<file path="config.mk">
export PLATFORM = sky130hd
export DESIGN_NAME = signed_divider_16by8_control
export DESIGN_NICKNAME = d
export VERILOG_FILES = /design/src/rtl/signed_divider_16by8_control.sv
export SDC_FILE = /design/constraint.sdc
export NUM_CORES = 1
export LEC_CHECK = 0
export ABC_AREA = 1
export BUFFER_PORTS_ARGS = -buffer_cell sky130_fd_sc_hd__buf_2
export CORE_UTILIZATION = 55
export DETAILED_ROUTE_END_ITERATION = 16
export PLACE_DENSITY = 0.83
export SYNTH_ARGS = -nofsm -noshare
export SYNTH_HDL_FRONTEND = slang
export SYNTH_SLANG_ARGS = --single-unit
export TNS_END_PERCENT = 30
</file>
<file path="constraint.sdc">
create_clock -name clk -period 5.2 [get_ports clk]
set_input_delay 0.78 -clock clk [delete_from_list [all_inputs] [get_ports clk]]
set_output_delay 0.78 -clock clk [all_outputs]
set_load 0.01 [all_outputs]
</file>
<file path="src/rtl/signed_divider_16by8_control.sv">
// Iterative signed divider: DW-bit dividend / VW-bit divisor, restoring
// division on magnitudes, one quotient bit per clock, start/flag handshake.
module signed_divider_16by8_control #(
  parameter int DW = 16,
  parameter int VW = 8
) (
  input  logic          clk,
  input  logic          rst,
  input  logic          start,
  input  logic [DW-1:0] A,
  input  logic [VW-1:0] B,
  output logic [DW-1:0] Q,
  output logic [VW-1:0] R,
  output logic          busy,
  output logic          flag,
  output logic          dz,
  output logic          ovf
);

  localparam int CW = (DW > 1) ? $clog2(DW) : 1;
  localparam logic [DW-1:0] A_MIN = {1'b1, {(DW-1){1'b0}}};

  typedef enum logic [2:0] {S_IDLE, S_LOAD, S_DIV, S_SIGN, S_DONE} state_e;

  state_e        state_q, state_d;
  logic [DW-1:0] a_q;        // operands latched at the accept edge
  logic [VW-1:0] b_q;
  logic [DW-1:0] dvd_q;      // |A| shifting out, quotient bits shifting in
  logic [VW-1:0] mag_b_q;    // |B|, 128 fits unsigned
  logic [VW:0]   rem_q;      // partial remainder
  logic [CW-1:0] cnt_q;
  logic          neg_q_q, neg_r_q;
  logic [DW-1:0] q_q;
  logic [VW-1:0] r_q;
  logic          flag_q, dz_q, ovf_q;

  // One restoring step: shift in the next dividend bit and trial-subtract |B|.
  // The shifted remainder never exceeds 2*|B|-1, so VW+1 bits hold it.
  logic [VW:0]   shl;
  logic [VW+1:0] trial;
  logic          borrow;

  always_comb begin
    shl    = {rem_q[VW-1:0], dvd_q[DW-1]};
    trial  = {1'b0, shl} - {2'b00, mag_b_q};
    borrow = trial[VW+1];
  end

  // Next-state logic; dz/ovf operations still walk all DIV cycles.
  always_comb begin
    state_d = state_q;
    case (state_q)
      S_IDLE:  if (start) state_d = S_LOAD;
      S_LOAD:  state_d = S_DIV;
      S_DIV:   if (cnt_q == CW'(DW-1)) state_d = S_SIGN;
      S_SIGN:  state_d = S_DONE;
      S_DONE:  state_d = S_IDLE;
      default: state_d = S_IDLE;
    endcase
  end

  // State register.
  always_ff @(posedge clk or posedge rst) begin
    if (rst) state_q <= S_IDLE;
    else     state_q <= state_d;
  end

  // Datapath and result registers, sequenced by the current state.
  always_ff @(posedge clk or posedge rst) begin
    if (rst) begin
      a_q     <= '0;
      b_q     <= '0;
      dvd_q   <= '0;
      mag_b_q <= '0;
      rem_q   <= '0;
      cnt_q   <= '0;
      neg_q_q <= 1'b0;
      neg_r_q <= 1'b0;
      q_q     <= '0;
      r_q     <= '0;
      flag_q  <= 1'b0;
      dz_q    <= 1'b0;
      ovf_q   <= 1'b0;
    end else begin
      case (state_q)
        S_IDLE: if (start) begin
          a_q    <= A;
          b_q    <= B;
          flag_q <= 1'b0;
          dz_q   <= 1'b0;
          ovf_q  <= 1'b0;
        end
        S_LOAD: begin
          // -(-2^(DW-1)) wraps to 2^(DW-1), which is correct as unsigned.
          dvd_q   <= a_q[DW-1] ? (~a_q + DW'(1)) : a_q;
          mag_b_q <= b_q[VW-1] ? (~b_q + VW'(1)) : b_q;
          neg_q_q <= a_q[DW-1] ^ b_q[VW-1];
          neg_r_q <= a_q[DW-1];
          rem_q   <= '0;
          cnt_q   <= '0;
          dz_q    <= (b_q == '0);
          ovf_q   <= (a_q == A_MIN) && (b_q == '1);
        end
        S_DIV: begin
          rem_q <= borrow ? shl : trial[VW:0];
          dvd_q <= {dvd_q[DW-2:0], ~borrow};
          cnt_q <= cnt_q + CW'(1);
        end
        S_SIGN: begin
          if (dz_q) begin
            q_q <= '0;
            r_q <= '0;
          end else if (ovf_q) begin
            q_q <= A_MIN;
            r_q <= '0;
          end else begin
            q_q <= neg_q_q ? (~dvd_q + DW'(1)) : dvd_q;
            r_q <= neg_r_q ? (~rem_q[VW-1:0] + VW'(1)) : rem_q[VW-1:0];
          end
        end
        S_DONE: flag_q <= 1'b1;
        default: ;
      endcase
    end
  end

  assign Q    = q_q;
  assign R    = r_q;
  assign busy = (state_q == S_LOAD) || (state_q == S_DIV) || (state_q == S_SIGN);
  assign flag = flag_q;
  assign dz   = dz_q;
  assign ovf  = ovf_q;

endmodule

</file>
==> results_dict.tcl <==
set metrics [dict create \
    status "completed" \
    num_io_pins 55 \
    start_util 0.5657 \
    tns_ns 0 \
    grt_pass1_wl_um 18970 \
    clk_latency_ns 0.36 \
    dp.cells 813 \
    drt_iter0_markers 239 \
    netlist_area_um2 5202 \
    cp.arrival_ns 1.20 \
    switching_share 0.4861 \
    clkSlewWorstSetupHoldPaths_ns 0.09 \
    yosysSeqAreaShare 0.4425 \
    power_frac_clock 0.120 \
    hold_path_class "in2async" \
    core-area_um2 9196 \
    die_h_um 99.26 \
    grt_pass1_vias 4093 \
    cts-root-buf "clkbuf_8" \
    clock_path_buffers 2 \
    synthesis.nets 711 \
    die_x_um 99.26 \
    ys_ff_latch 92 \
    wl_per_cell_um 13.59 \
    synthToLayoutAreaGrowth_pct 9.187 \
    synth_edf_count 0 \
    vias_per_cell 5.437 \
    cp-end-kind "output pin" \
    nets 755 \
    ys.flop_type "dfrtp_1" \
    pwr-share-comb 0.536 \
    relSlewSlack 0.4557 \
    dr.max_layer_used "met4" \
    grt_max_degree 69 \
    cp_max_fo 4 \
    p_int_mw 1.999 \
    synth_area_leaders "dfrtp_1 44%, nand2_1 14%, inv_1 5.7%" \
    drtPass1Iterations 5 \
    utilization 0.6177 \
    clkSinkCount 92 \
    setup_viol 0 \
    overflow 0 \
    yosysTopAreaCellShare 0.4425 \
    synth_area_per_cell_um2 7.777 \
    cts_tree "done" \
    cts_hold_buf 0 \
    num_vias 4507 \
    p_switching_mw 1.891 \
    seqPwrFrac 0.344 \
    wl_met2_um 5060 \
    power_mw 3.890 \
    synth_largest_area_cell "dfrtp_1" \
    cap_violations 0 \
    worstSetupStartpointType "flip-flop" \
    post_cts_resized 0 \
    numCtsBuffers 9 \
    wl_met1_um 5376 \
    dp_hpwl_um 8463 \
    fin_cells 829 \
    synthTopCellsByCount "188 x nand2_1, 92 x dfrtp_1, 79 x inv_1, 53 x nand3_1, 51 x o21ai_0" \
    maxSlewViolCount 0 \
    yosys_warnings 0 \
    drive_gt1_frac 0.1435 \
    grt_use_total 0.2432 \
    drtAntennaViolNets 0 \
    yosysUniqueCellTypes 41 \
    antenna_cells 0 \
    min_period_ns 1.981 \
    portBuffers 54 \
    p_per_area_nw_per_um2 684.8 \
    rows 35 \
    power_leakage_nw 2.881 \
    cts_setup_buffers 0 \
    min_period_over_period 0.3809 \
    path_class "reg2out" \
    critPathRequiredTime_ns 4.42 \
    fmax_mhz 504.9 \
    tightestPinTransition_ns 0.8164 \
    die_area_um2 9852 \
    rsz0062_at_grt "false" \
    synthCells 669 \
    finClkSkew_ns 0.01413 \
    cts_max_level 3 \
    wl_met3_um 680 \
    hold_viol_final 0 \
    yosysMostFrequentCell "nand2_1" \
    drc 0 \
    globalplace.congestion 0.8894 \
    antenna_found_initial 0 \
    wirelength_um 11270 \
    async_flop_share 1.000 \
    peakVddDrop_v 0.0002262 \
]
==> power groups by stage <==
stage | clock network [mW] | registers (mW) | logic [mW]
final | 0.467 | 1.34 | 2.08
after global routing | 0.499 | 1.38 | 2.39
after CTS | 0.471 | 1.33 | 2.08
after detailed placement | 0 | 1.34 | 2.06
after global placement | 0 | 1.33 | 1.99
after floorplan | 0 | 1.29 | 1.68
==> metal layers <==
metal  vias up  global-route usage
li1       2275                   -
met2       160              0.3793
met3        10             0.03795
met5         -                   0
met1      2062              0.3469
met4         0             0.08597
==> placed cells by master, fill, tap and decap left out, types with 11 or more instances in the layout <==
cell      count
clkbuf_8     11
buf_2        54
xor2_1       13
dfrtp_1      92
a21oi_1      23
nand2_1     188
ha_1         14
nor2_1       35
o21ai_0      51
inv_1        78
nand3_1      53
o21ai_1      16
==> final timing paths <==
check	start	end	slack (ns)	depth (start not counted)
max	state_q[0]$_DFFE_PP0P_	busy	3.22	3
min	rst	b_q[3]$_DFFE_PP0P_	0.39	2
max reg2reg	state_q[1]$_DFFE_PP0P_	dz$_DFFE_PP0P_	3.24	5
min reg2reg	cnt_q[3]$_DFFE_PP0N_	cnt_q[3]$_DFFE_PP0N_	0.49	1
max in group asynchronous	rst	flag$_DFFE_PP0P_	3.67	3
min in group clk	cnt_q[3]$_DFFE_PP0N_	cnt_q[3]$_DFFE_PP0N_	0.49	1
==> cell families after synthesis <==
family / count (synthesis) / synth area share
simple gates: 319 / 0.2706
compound gates: 123 / 0.1395
buf+inv: 106 / 0.08634
flops: 92 / 0.4425
fa+ha+maj: 15 / 0.03752
xor+xnor: 14 / 0.02357
==> registers in the layout, summed over array words and instances, names as in the netlist <==
name,flops
neg_q_q,1
cnt_q,4
flag,1
Q,16
b_q,8
rem_q,8
mag_b_q,8
a_q,16
neg_r_q,1
dz,1
dvd_q,16
ovf,1
R,8
state_q,3
==> final cells by class <==
type                    instances  area, um^2
flip-flops and latches         92        2302
well taps                     111       138.9
repair buffers                 55       277.8
inverters                      84       316.6
multi-input cells             471        2451
clock buffers                  11       151.4
fillers                       793        3516
clock inverters                 5       42.54
==> critical path: stages (launching register included) <==
cell and delay (ns):
dfrtp_1 0.45, nor2_1 0.18, nor2_1 0.07, buf_2 0.14
==> stage by stage <==
stage / area (um^2) / setup slack, ns / hold slack, ns
2_1_floorplan: 5202 / 2.028 / 0.4327
3_3_place_gp: 5487 / 3.237 / 0.4490
3_5_place_dp: 5487 / 3.185 / 0.4677
4_1_cts: 5680 / 3.215 / 0.3959
5_1_grt: 5680 / 3.103 / 0.4214
6_report: 5680 / 3.219 / 0.3880
Power figures use the tool's default switching activity.
